### config.mk
export PLATFORM = sky130hd
export DESIGN_NAME = sal_ddr_cmd_sched
export DESIGN_NICKNAME = d
export VERILOG_FILES = /design/src/rtl/sal_ddr_sched_pkg.sv /design/src/rtl/sal_faw_tracker.sv /design/src/rtl/sal_ddr_cmd_sched.sv
export SDC_FILE = /design/constraint.sdc
export NUM_CORES = 1
export LEC_CHECK = 0
export ABC_AREA = 1
export ABC_CLOCK_PERIOD_IN_PS = 3900
export BUFFER_PORTS_ARGS = -buffer_cell sky130_fd_sc_hd__buf_2
export CAP_MARGIN = 0
export CORE_ASPECT_RATIO = 0.6
export CORE_MARGIN = 4
export CORE_UTILIZATION = 45
export DETAILED_ROUTE_END_ITERATION = 8
export GPL_ROUTABILITY_DRIVEN = 1
export MAX_ROUTING_LAYER = met4
export PLACE_DENSITY = 0.75
export SYNTH_ARGS = -nofsm -noshare
export SYNTH_HDL_FRONTEND = slang
export SYNTH_HIERARCHICAL = 1
export SYNTH_SLANG_ARGS = --single-unit
export TNS_END_PERCENT = 50
### constraint.sdc
create_clock -name i_clk -period 3.9 [get_ports i_clk]
set_input_delay 0 -clock i_clk [delete_from_list [all_inputs] [get_ports i_clk]]
set_output_delay 0 -clock i_clk [all_outputs]
set_load 0.02 [all_outputs]
### src/rtl/sal_ddr_sched_pkg.sv
// Shared command encoding, DFI decode helper and timing defaults for the SAL DDR command scheduler.
package sal_ddr_sched_pkg;

  typedef enum logic [2:0] {
    CMD_NOP = 3'd0,
    CMD_ACT = 3'd1,
    CMD_RD  = 3'd2,
    CMD_WR  = 3'd3,
    CMD_PRE = 3'd4,
    CMD_REF = 3'd5
  } cmd_t;

  localparam int DEF_BK_CNT  = 8;
  localparam int DEF_ADDR_W  = 14;
  localparam int DEF_T_RRD   = 2;
  localparam int DEF_T_FAW   = 10;
  localparam int DEF_T_CCD   = 2;
  localparam int DEF_T_REFI  = 780;
  localparam int DEF_T_RFC   = 26;
  localparam int DEF_REF_OWE = 8;

  // Returns {ras_n, cas_n, we_n} for a command; anything unknown decodes as NOP.
  function automatic logic [2:0] cmd2dfi(input cmd_t c);
    logic [2:0] v;
    case (c)
      CMD_ACT: v = 3'b011;
      CMD_RD:  v = 3'b101;
      CMD_WR:  v = 3'b100;
      CMD_PRE: v = 3'b010;
      CMD_REF: v = 3'b001;
      default: v = 3'b111;
    endcase
    return v;
  endfunction

endpackage

### src/rtl/sal_faw_tracker.sv
// Four-activate window tracker: one down-counter per recent ACT, ACT allowed while a slot is free.
module sal_faw_tracker
  import sal_ddr_sched_pkg::*;
#(
  parameter int T_FAW = DEF_T_FAW
) (
  input  logic i_clk,
  input  logic i_rst,
  input  logic i_act,
  output logic o_act_ok
);

  localparam int FAW_W = $clog2(T_FAW + 1);

  logic [FAW_W-1:0] r_slot [4];
  logic [1:0]       w_free;
  logic [2:0]       w_busy;
  logic             w_have_free;

  // Count occupied slots and pick the lowest free one for the next ACT.
  always_comb begin
    w_busy      = 3'd0;
    w_free      = 2'd0;
    w_have_free = 1'b0;
    for (int s = 0; s < 4; s++) begin
      w_busy      = w_busy + ((r_slot[s] != '0) ? 3'd1 : 3'd0);
      w_free      = (!w_have_free && (r_slot[s] == '0)) ? 2'(s) : w_free;
      w_have_free = w_have_free | (r_slot[s] == '0);
    end
    o_act_ok = (w_busy < 3'd4);
  end

  // Slot counters: load on ACT, otherwise count down to zero.
  always_ff @(posedge i_clk) begin
    for (int s = 0; s < 4; s++) begin
      if (i_rst) begin
        r_slot[s] <= '0;
      end else if (i_act && w_have_free && (w_free == 2'(s))) begin
        r_slot[s] <= FAW_W'(T_FAW - 1);
      end else if (r_slot[s] != '0) begin
        r_slot[s] <= r_slot[s] - FAW_W'(1);
      end else begin
        r_slot[s] <= r_slot[s];
      end
    end
  end

endmodule

### src/rtl/sal_ddr_cmd_sched.sv
// Round-robin DRAM command scheduler with inter-bank timing, periodic refresh and one registered DFI command per cycle.
module sal_ddr_cmd_sched
  import sal_ddr_sched_pkg::*;
#(
  parameter int BK_CNT  = DEF_BK_CNT,
  parameter int ADDR_W  = DEF_ADDR_W,
  parameter int T_RRD   = DEF_T_RRD,
  parameter int T_FAW   = DEF_T_FAW,
  parameter int T_CCD   = DEF_T_CCD,
  parameter int T_REFI  = DEF_T_REFI,
  parameter int T_RFC   = DEF_T_RFC,
  parameter int REF_OWE = DEF_REF_OWE
) (
  input  logic                        i_clk,
  input  logic                        i_rst,
  input  logic [BK_CNT-1:0]           i_bk_req_valid,
  input  logic [BK_CNT*3-1:0]         i_bk_req_cmd,
  input  logic [BK_CNT*ADDR_W-1:0]    i_bk_req_addr,
  input  logic [BK_CNT-1:0]           i_bk_idle,
  output logic [BK_CNT-1:0]           o_bk_gnt,
  output logic                        o_ref_req,
  output logic                        o_ref_overflow,
  output logic                        o_dfi_cs_n,
  output logic                        o_dfi_ras_n,
  output logic                        o_dfi_cas_n,
  output logic                        o_dfi_we_n,
  output logic [$clog2(BK_CNT)-1:0]   o_dfi_bank,
  output logic [ADDR_W-1:0]           o_dfi_address
);

  localparam int BK_W   = $clog2(BK_CNT);
  localparam int RRD_W  = $clog2(T_RRD + 1);
  localparam int CCD_W  = $clog2(T_CCD + 1);
  localparam int RFC_W  = $clog2(T_RFC + 1);
  localparam int REFI_W = $clog2(T_REFI + 1);
  localparam int OWE_W  = $clog2(REF_OWE + 1);

  logic [RRD_W-1:0]  r_trrd;
  logic [CCD_W-1:0]  r_tccd;
  logic [RFC_W-1:0]  r_trfc;
  logic [REFI_W-1:0] r_refi;
  logic [OWE_W-1:0]  r_owed;
  logic              r_ref_req;
  logic              r_ref_overflow;
  logic [BK_W-1:0]   r_ptr;

  logic [BK_CNT-1:0] w_elig;
  cmd_t              w_bcmd;
  cmd_t              w_win_cmd;
  logic [BK_W-1:0]   w_idx;
  logic [BK_W-1:0]   w_win;
  logic              w_found;
  logic              w_take;
  logic              w_act_ok;
  logic              w_ref_go;
  logic              w_gnt_go;
  logic              w_is_act;
  logic              w_is_cas;
  logic              w_refi_exp;
  logic [OWE_W-1:0]  w_owed_nxt;
  logic              w_ovf_set;

  sal_faw_tracker #(.T_FAW(T_FAW)) u_faw (
    .i_clk    (i_clk),
    .i_rst    (i_rst),
    .i_act    (w_is_act),
    .o_act_ok (w_act_ok)
  );

  // Per-bank eligibility from the requested command and the shared timers.
  always_comb begin
    w_elig = '0;
    w_bcmd = CMD_NOP;
    for (int b = 0; b < BK_CNT; b++) begin
      w_bcmd = cmd_t'(i_bk_req_cmd[b*3 +: 3]);
      case (w_bcmd)
        CMD_ACT:         w_elig[b] = (r_trrd == '0) && w_act_ok && !r_ref_req;
        CMD_RD, CMD_WR:  w_elig[b] = (r_tccd == '0);
        CMD_PRE:         w_elig[b] = 1'b1;
        default:         w_elig[b] = 1'b0;
      endcase
      w_elig[b] = w_elig[b] && i_bk_req_valid[b] && (r_trfc == '0);
    end
  end

  // Round-robin pick starting at the pointer; refresh pre-empts every bank grant.
  always_comb begin
    w_found = 1'b0;
    w_win   = '0;
    w_idx   = '0;
    w_take  = 1'b0;
    for (int i = 0; i < BK_CNT; i++) begin
      w_idx   = r_ptr + BK_W'(i);
      w_take  = !w_found && w_elig[w_idx];
      w_win   = w_take ? w_idx : w_win;
      w_found = w_found | w_take;
    end
    w_ref_go   = r_ref_req && (&i_bk_idle) && (r_trfc == '0) && !i_rst;
    w_gnt_go   = w_found && !w_ref_go && !i_rst;
    w_win_cmd  = cmd_t'(i_bk_req_cmd[w_win*3 +: 3]);
    w_is_act   = w_gnt_go && (w_win_cmd == CMD_ACT);
    w_is_cas   = w_gnt_go && ((w_win_cmd == CMD_RD) || (w_win_cmd == CMD_WR));
    o_bk_gnt   = w_gnt_go ? (BK_CNT'(1) << w_win) : '0;
    w_refi_exp = (r_refi == '0);
    w_ovf_set  = w_refi_exp && !w_ref_go && (r_owed == OWE_W'(REF_OWE));
    case ({w_refi_exp, w_ref_go})
      2'b10:   w_owed_nxt = (r_owed == OWE_W'(REF_OWE)) ? r_owed : r_owed + OWE_W'(1);
      2'b01:   w_owed_nxt = r_owed - OWE_W'(1);
      default: w_owed_nxt = r_owed;
    endcase
  end

  // Timing counters, refresh bookkeeping and arbitration pointer.
  always_ff @(posedge i_clk) begin
    if (i_rst) begin
      r_trrd         <= '0;
      r_tccd         <= '0;
      r_trfc         <= '0;
      r_refi         <= REFI_W'(T_REFI - 1);
      r_owed         <= '0;
      r_ref_req      <= 1'b0;
      r_ref_overflow <= 1'b0;
      r_ptr          <= '0;
    end else begin
      r_trrd         <= w_is_act ? RRD_W'(T_RRD - 1) : ((r_trrd != '0) ? r_trrd - RRD_W'(1) : r_trrd);
      r_tccd         <= w_is_cas ? CCD_W'(T_CCD - 1) : ((r_tccd != '0) ? r_tccd - CCD_W'(1) : r_tccd);
      r_trfc         <= w_ref_go ? RFC_W'(T_RFC - 1) : ((r_trfc != '0) ? r_trfc - RFC_W'(1) : r_trfc);
      r_refi         <= w_refi_exp ? REFI_W'(T_REFI - 1) : r_refi - REFI_W'(1);
      r_owed         <= w_owed_nxt;
      r_ref_req      <= (w_owed_nxt != '0);
      r_ref_overflow <= r_ref_overflow | w_ovf_set;
      r_ptr          <= w_gnt_go ? w_win + BK_W'(1) : r_ptr;
    end
  end

  // DFI command register; bank and address hold across NOP and REF.
  always_ff @(posedge i_clk) begin
    if (i_rst) begin
      o_dfi_cs_n                              <= 1'b1;
      {o_dfi_ras_n, o_dfi_cas_n, o_dfi_we_n}  <= 3'b111;
      o_dfi_bank                              <= '0;
      o_dfi_address                           <= '0;
    end else if (w_ref_go) begin
      o_dfi_cs_n                              <= 1'b0;
      {o_dfi_ras_n, o_dfi_cas_n, o_dfi_we_n}  <= cmd2dfi(CMD_REF);
    end else if (w_gnt_go) begin
      o_dfi_cs_n                              <= 1'b0;
      {o_dfi_ras_n, o_dfi_cas_n, o_dfi_we_n}  <= cmd2dfi(w_win_cmd);
      o_dfi_bank                              <= w_win;
      o_dfi_address                           <= i_bk_req_addr[w_win*ADDR_W +: ADDR_W];
    end else begin
      o_dfi_cs_n                              <= 1'b0;
      {o_dfi_ras_n, o_dfi_cas_n, o_dfi_we_n}  <= 3'b111;
    end
  end

  assign o_ref_req      = r_ref_req;
  assign o_ref_overflow = r_ref_overflow;

endmodule

Yosys cells after proc, flatten, opt, wreduce, memory -nomap -nowiden
Memories as Yosys holds them, arrays and structs flattened.
Cells that the tools add are included.
{"block": "totals", "inputBits": 154, "word_cells": 323, "register_bits": 49, "out_inout_bits": 31, "memories": 1, "ramBits": 16}
{"memory": "u_faw.r_slot", "words": 4, "word_bits": 4, "rd": 4, "rd_ports_with_merged_regs": 0, "wr": 4, "line": "sal_faw_tracker.sv:15", "source": "logic [FAW_W-1:0] r_slot [4];"}
{"block": "classes", "reduce_logical": 91, "n_shift": 3, "order_cmp": 9, "n_mux": 111, "n_bitwise": 25, "n_addsub": 21, "n_mul": 2, "eq_ne": 43}
{"operator": "$shiftx 112x8->14", "n": 1}
{"operator": "$mux 1", "n": 67}
{"operator": "$eq 3x2->1 const B", "n": 18}
{"operator": "$mux 4", "n": 13}
{"operator": "$logic_and 1x1->1", "n": 42}
{"operator": "$lt 3x4->1 const B", "n": 8}
{"operator": "$eq 3x3->1 const B", "n": 10}
{"operator": "$eq 3x1->1 const B", "n": 9}
{"operator": "$bmux 1 s3", "n": 8}
{"operator": "$mux 3", "n": 8}
{"operator": "$pmux 1 s3", "n": 8}
{"operator": "$reduce_or 2->1", "n": 12}
{"operator": "$shiftx 24x6->3", "n": 1}
{"operator": "$or 1x1->1", "n": 23}
{"operator": "$reduce_bool 4->1", "n": 5}
{"operator": "$sub 4x1->4 const B", "n": 5}
{"operator": "$logic_not 4->1", "n": 4}
{"operator": "$pmux 3 s5", "n": 1}
{"operator": "$logic_not 1->1", "n": 13}
{"operator": "$add 3x3->3 const B", "n": 4}
{"operator": "$logic_not 10->1", "n": 1}
{"operator": "$mux 5", "n": 2}
{"operator": "$reduce_bool 2->1", "n": 5}
{"operator": "$sub 10x1->10 const B", "n": 1}
{"operator": "other kinds (24)", "n": 36}

Logic depth before layout (Yosys ltp)
Gate-level depths: netlist of the first run.
An unclocked memory read counts as a cell.
{"block": "depth", "ltp_word": 47, "depth_mapped": 36, "mapped_depth_nobuf": 35}

Cells and area by module
Netlist of the first run, hierarchy kept.
{"module": "sal_ddr_cmd_sched", "seq_area_each_um2": 980.9, "n_inst": 1, "cells_each": 787, "area_per_inst_um2": 4760.8}
{"module": "sal_faw_tracker", "seq_area_each_um2": 480.5, "n_inst": 1, "cells_each": 108, "area_per_inst_um2": 1053.5}

Least setup slack after synthesis of the first run
OpenSTA, ideal clock, no wires.
{"block": "synth_path", "kind": "register -> register", "start": "memory u_faw/r_slot[1][0] in the netlist's numbering", "end": "memory u_faw/r_slot[3][0] in the netlist's numbering, enable pin", "path_stages_with_launch": 35, "setup_slack_ps": -386, "period_less_slack_ps": 4286, "arrival_time_ps": 3974, "setup_time_ps": 312, "required_time_ps": 3588, "n_path_buf": 2, "cell_sequence": "edfxtp_1 inv_1 ha_1 nand2_1 nor2_1 fa_1 nor2_1 nand2_1 buf_2 nand4_1 nand2_1 nand3_1 nand2_1 nand2_1 nand2_1 nand2_2 nand2_2 nand2_4 nand3_2 nor2_4 nand4_4 nand2_1 nor2_1 nor2_2 nor2_4 buf_6 nand2_1 nand3_1 nand2_1 nand3_2 inv_2 nand2_1 a21oi_2 nand2_2 nand3_1"}
{"element": "start: declaration", "line": "sal_faw_tracker.sv:15"}

==> metrics, run 1 <==
failing checks=negative setup slack; synthesized area=5810 um2; period utilisation layout=113%; Post-synth top flop=dfxtp_1; Layout Skew=0.00740 ns; clk slew on worst S/H paths=0.06 ns; register area=1460 um2; Clock Sinks=65; Starting Density=47.1%; Max Root-Sink Buffers=2; CTS Buf Count=9; worst-margin pin slew=0.878 ns; crit path time final=4.40 ns; dpl cells=1259; mean post-synth cell area=6.50 um2; IO Count=185; Fin. Hold Viols=0; htree depth=3; Die X-Extent=155 um; post-synthesis async set-or-reset flop share=0%; share of layout cells above drive strength 1=36.8%; Clk Latency, worst-skew pair=0.34 ns; Crit-path slowest cell=fa_1; post-synthesis net count=1076; Avg Vias per Cell=5.47; Hold WS=0.0556 ns; CP Launch Type=flip-flop; first-pass GRT wire length=32900 um; CP startpoint=u_faw/r_slot[3][1]$_SDFFCE_PP0P_; crit end category=flip-flop; Crit Path Class=reg2reg; WL per Instance=16.5 um; fill cell count=1077; Yosys reg bits=65; Critical Path RT=3.99 ns; EDFF count, synth=16; Layout Nets=1316; PortBufs=184; number of remaining DRC errors=0; number of global-route vias before repair=6412; Final Max Tran Viols=0; grt ovf=0; RSZ-0062 raised after global routing=true; WL final=21600 um; Routed Antenna Nets=0; crit-path max cell delay=0.43 ns; post-DP HPWL=15900 um; fmax=228 MHz; status=finished with violations; largest net degree at the start of global routing=57; total of max-cap violations=0; area of the core=12300 um2; CTS root buffer=clkbuf_16; # rows=31; Top Family by Delay on Critical Path=simple AND/OR/NAND/NOR gates; cts hold-fix bufs=0; Slew HR=41.4%; total die area=14900 um2; CTS tree=done; final worst slack=-0.495 ns; Post-Syn Instances=895; initial DRC count=745; via count=7143; Tot GR Track Use=28.9%; drt pass-1 iters=6; die height=96.1 um; hold crit path type=in2reg; hold path startpoint=i_bk_req_addr[46]; initial antenna violation count=0; Layout area overhead=42.1%; R2R Path Start=u_faw/r_slot[3][1]$_SDFFCE_PP0P_; sequential cell area fraction in the yosys report=25.1%; Inserted Diodes=0; area occupied by multi-input gates=4180 um2; Setup-failing EPs final=55; Synth warnings=6; Routability Congestion=1.03; CP bufs+invs=4; Non-Filler Instances=1305; crit path DAT=4.49 ns; unique cell type count in the Yosys netlist=48; critical path peak fanout=8
==> registers in the layout, indices dropped and copies added, names as in the netlist, 3 cells and up <==
register,count
r_trfc,5
u_faw/r_slot,16
r_ptr,3
r_refi,10
o_dfi_bank,3
o_dfi_address,14
r_owed,4
==> cell usage after synthesis, types with 3 or more instances <==
cell	instances	area share (%)
nand4_4	3	1.1
nand3_1	177	15
inv_2	15	0.97
o21ai_2	5	0.75
buf_4	9	1.2
a31oi_1	16	1.7
xor2_1	8	1.2
or2_2	4	0.43
a21oi_1	17	1.5
a21oi_2	3	0.45
nor2_2	7	0.75
ha_1	26	5.6
nand4_1	22	2.4
xnor2_1	9	1.4
buf_2	16	1.4
nor2_1	56	3.6
nand3_2	12	2.1
inv_1	73	4.7
clkbuf_1	8	0.52
o21ai_1	15	1.3
nand2_4	3	0.58
dfxtp_1	49	17
o21ai_0	26	2.2
nor2_4	5	0.97
nand2_1	250	16
buf_6	7	1.4
nor3_1	6	0.52
edfxtp_1	16	8.3
nand2_2	7	0.75
o31ai_1	3	0.39
==> worst min-delay path: cells and delay by family <==
| kind | cells | cell delay [ns] |
|---|---|---|
| AOI/OAI and AO/OA | 1 | 0.07 |
| buffers and inverters | 1 | 0.10 |
| and+or+nand+nor | 3 | 0.18 |
==> cell usage in the layout (no fill, tap or decap), drive strengths merged <==
master,netlist,final
o21a,2,2
nand3,191,191
xnor2,9,9
a31oi,17,17
nand4,26,26
nor4,2,2
a41oi,1,1
dfxtp,49,49
edfxtp,16,16
o211ai,1,1
o31ai,3,3
inv,88,87
and3,1,1
clkinvlp,0,2
a21oi,21,21
or2,4,4
clkbuf,8,12
buf,32,266
fa,1,1
nor2,68,68
nand3b,2,2
ha,26,26
bufbuf,0,2
xor2,8,8
o221ai,1,1
a21boi,2,2
o21ai,47,47
nand2,260,260
nor3,6,6
a32o,1,1
clkinv,2,6
==> cells by family (layout without fill, tap and decap cells) <==
family / Yosys count / count (layout) / share of synthesized area [%]
XOR/XNOR: 17 / 17 / 2.56
AO/OA/AOI/OAI: 96 / 96 / 10.2
adder cells (fa/ha/maj): 27 / 27 / 5.94
flip-flops: 65 / 65 / 25.1
buffers and inverters: 130 / 375 / 10.2
AND/OR/NAND/NOR: 560 / 560 / 45.9
==> metal layers <==
metal  GRT usage (%)  vias to the layer above  routed length, um
met5               -                        -                  0
met4            6.98                        0                392
met3            8.49                       38               2530
met2            41.1                      366               8860
met1            40.4                     3260               9780
li1                -                     3479                  -
==> through the flow <==
| stage | instance area [um2] | worst slack (ns) | setup TNS [ns] | util, % |
|---|---|---|---|---|
| floorplan | 5910 | -0.116 | -1.20 | - |
| global placement | 7210 | -0.482 | -15.67 | 58.5 |
| detailed placement | 7210 | -0.593 | -21.19 | 58.5 |
| CTS | 8060 | -0.351 | -11.00 | 65.3 |
| global route | 8260 | -0.742 | -33.19 | 67.0 |
| finish | 8260 | -0.495 | -18.25 | 67.0 |
==> layout make-up <==
cell class	instances	area share (%)
Clock buffer	11	2.94
Inverter	90	4.19
Sequential cell	65	17.7
Clock inverter	5	0.394
Tap cell	165	2.50
Multi-Input combinational cell	700	50.5
Timing Repair Buffer	269	21.7
==> final timing paths <==
path	slack, ns	endpoint	depth (start not counted)
setup / recovery	-0.50	u_faw/r_slot[3][0]$_DFFE_PP_	35
setup reg to reg	-0.50	u_faw/r_slot[3][0]$_DFFE_PP_	35
hold / removal	0.06	o_dfi_address[4]$_SDFFE_PP0P_	5
hold reg to reg	0.40	r_refi[0]$_SDFF_PP1_	1
==> what timing repair did <==
action,CTS,global route
cloned,3,0
pin swaps,35,33
resized for setup,78,39
endpoints found under the hold margin,0,0
setup buffers,19,9
endpoints found under the setup margin,58,61
Power of run 1 is left out: the tool's default activity adds up to more than one toggle a clock period on the data nets, which glitch-free logic cannot reach.
==> run 2: changes to the inputs <==
Settings changed: ABC_AREA 1 to unset.
==> run 2 against run 1 <==
The run still ends with negative setup slack left; synthesized area increased by 0.54%; worst hold slack improved by 0.089 ns; utilization increased by 3.8 points; critical path type unchanged; via count decreased by 4.5%; flip-flop and latch count unchanged; die area increased by 0.50%; final cell count decreased by 9.4%; largest cell class unchanged.
==> metrics, run 2 <==
IR drop worst, VDD=0.000719 V; max FFs per register=16; switching power of the nets=4.85 mW; Logic pwr share=81.5%; # rows=31; register area=1460 um2; Routability Congestion=1.02; Crit Path Class=reg2reg; final worst slack=-2.02 ns; via count=6824; EDFF count, synth=16; drt pass-1 iters=7; crit-path most repeated cell=buf_6; Layout Nets=1193; synthesized area=5850 um2; dpl cells=1142; Routed Antenna Nets=0; Avg Vias per Cell=5.77; Synth top area share=16.8%; number of remaining DRC errors=0; final instance area=8760 um2; CTS tree=done; first-pass GRT wire length=33000 um; Fin. Hold Viols=0; hold crit path type=in2reg; biggest regs=u_faw/r_slot x16, o_dfi_address x14, r_refi x10; initial antenna violation count=0; Setup-failing EPs final=61; mean post-synth cell area=8.63 um2; Yosys reg bits=65; Clk Latency, worst-skew pair=0.34 ns; fill cell count=923; CP Launch Type=flip-flop; crit path time final=5.92 ns; Tot GR Track Use=28.5%; status=finished with violations; initial DRC count=600; Max Root-Sink Buffers=2; Non-Filler Instances=1182; Hold WS=0.144 ns; Crit-path slowest cell=or4b_1; Inserted Diodes=0; Lkg Pwr=4.09 nW; failing checks=negative setup slack; unique cell type count in the Yosys netlist=93; hold depth=2; clk slew on worst S/H paths=0.06 ns; clock share of power=8.0%; Layout area overhead=49.8%; RSZ-0062 raised after global routing=true; Cell Chain, Critical Path=inv_2, ha_4, nor3b_4, fa_1, or3_4, and3b_2, a211oi_4, o32ai_2, or4b_1, o31a_2, and3_4, a2111oi_4, a21oi_2, or2_1, buf_6, buf_6, o211ai_1, nand4_2, nor3b_4, buf_6, and3_4, a211o_2, nor2_1; Top reg by flops=u_faw/r_slot; fmax=169 MHz; htree depth=3; Clock Sinks=65; Synth warnings=6; Die X-Extent=155 um; critical path peak fanout=7; Starting Density=47.2%; CTS Buf Count=9; Net Sw Frac=46.1%; Flop pwr share=10.4%; Final Max Tran Viols=0; commonest non-fill, non-tap cell in the layout=buf_2; CTS root buffer=clkbuf_16; synth cell count leaders=mux2i_1, dfxtp_1, inv_1; Slew HR=54.7%; largest net degree at the start of global routing=44; leading area contributor after synthesis=dfxtp_1; post-DP HPWL=16600 um; Cell Int Power=5.66 mW; top cells by area, synth=dfxtp_1, mux2i_1, edfxtp_1; grt ovf=0; crit-path max cell delay=0.50 ns; Post-Syn Instances=677; DP Area=8010 um2; number of global-route vias before repair=6338; area of the core=12400 um2; sequential cell area fraction in the yosys report=25.0%; IO Count=185; PD cells=1200 nW/um2; post-synthesis net count=858; share of layout cells above drive strength 1=46.2%; Critical Path RT=4.07 ns; Layout Skew=0.00902 ns; period utilisation layout=152%; total of max-cap violations=0; total die area=14900 um2; worst-margin pin slew=0.678 ns; most frequent cells in the layout=buf_2, buf_4, mux2i_1; crit path DAT=6.09 ns; Post-synth top flop=dfxtp_1; crit end category=flip-flop; area occupied by multi-input gates=4250 um2; die height=96.3 um; reg2reg path depth=23; WL per Instance=18.7 um; count leader, synth=mux2i_1; PortBufs=184; post-synthesis async set-or-reset flop share=0%; WL final=22100 um
==> run 2: cell types whose count changed after synthesis, moves of 13 or more <==
| cell | before | now |
|---|---|---|
| o211ai_1 | 1 | 17 |
| and3_1 | 1 | 21 |
| o21ai_1 | 15 | 1 |
| inv_2 | 15 | 2 |
| nand4_1 | 22 | 4 |
| a31o_1 | 0 | 14 |
| inv_1 | 73 | 45 |
| mux2i_1 | 0 | 62 |
| nand2_1 | 250 | 38 |
| nand3_1 | 177 | 13 |
| nor3_1 | 6 | 21 |
| a22oi_1 | 0 | 29 |
==> run 2: per-layer routing <==
layer  up-vias  global-route usage (%)  share of wire [%]
li1       3217                       -                  -
met1      3201                    38.6                 44
met2       372                    42.0                 43
met3        34                    8.00                 11
met4         0                    7.35                1.8
met5         -                       -                  0
==> run 2: worst max-delay path: cells and delay by family, from the launching register on <==
family          cells  cell delay (ns)
flops               1             0.42
fa+ha+maj           2             0.61
buf+inv             4             0.51
compound gates      7             1.67
simple gates       10             2.54
==> run 2: timing repair <==
| item | in CTS | in global routing |
|---|---|---|
| endpoints found under the setup margin | 61 | 61 |
| gates resized for setup | 43 | 22 |
| hold buffers | 0 | 0 |
| pin swaps | 31 | 22 |
| setup buffers | 14 | 10 |
==> run 2: metrics by stage <==
step / total power [mW] / util (%) / setup TNS, ns / setup slack, ns
floorplan: 6.05 / - / -74.18 / -1.66
global route: 11.1 / 70.8 / -113.20 / -2.13
global placement: 8.40 / 64.7 / -86.27 / -1.62
detailed placement: 8.52 / 64.7 / -93.70 / -1.74
finish: 10.5 / 70.8 / -104.30 / -2.02
CTS: 9.88 / 69.4 / -94.91 / -1.75
==> run 2: power by group through the flow <==
stage	registers, mW	logic [mW]	clock network (mW)
4_1_cts	1.08	7.94	0.852
3_3_place_gp	1.09	7.31	0
5_1_grt	1.12	9.12	0.887
6_report	1.10	8.57	0.844
3_5_place_dp	1.10	7.43	0
2_1_floorplan	1.21	4.84	0
==> run 2: layout make-up <==
cell class / count / area share [%]
clock buffer: 9 / 2.57
clock inverter: 7 / 0.943
inverter: 49 / 2.16
multi-input combinational: 526 / 48.5
sequential: 65 / 16.7
tap: 165 / 2.36
timing repair buffer: 361 / 26.8
==> run 2: cells by family (layout without fill, tap and decap cells) <==
logic type / Yosys count / count (layout) / synth area share [%]
buffers and inverters: 86 / 426 / 6.74
adder cells (fa/ha/maj): 27 / 27 / 5.91
XOR/XNOR: 16 / 16 / 2.40
multiplexers: 68 / 68 / 12.4
AO/OA/AOI/OAI: 191 / 191 / 25.0
AND/OR/NAND/NOR: 224 / 224 / 22.5
flip-flops: 65 / 65 / 25.0
==> run 2: path summary, 6_finish.rpt <==
| path | from | end | slack (ns) |
|---|---|---|---|
| worst min register to register | r_refi[0]$_SDFF_PP1_ | r_refi[0]$_SDFF_PP1_ | 0.41 |
| worst min-delay path | i_rst | o_dfi_cs_n$_DFF_P_ | 0.14 |
| worst max-delay path | u_faw/r_slot[1][1]$_SDFFCE_PN0P_ | u_faw/r_slot[3][2]$_SDFFCE_PP0P_ | -2.02 |
| worst max register to register | u_faw/r_slot[1][1]$_SDFFCE_PN0P_ | u_faw/r_slot[3][2]$_SDFFCE_PP0P_ | -2.02 |
No activity file was read; power rests on OpenSTA's default activity.
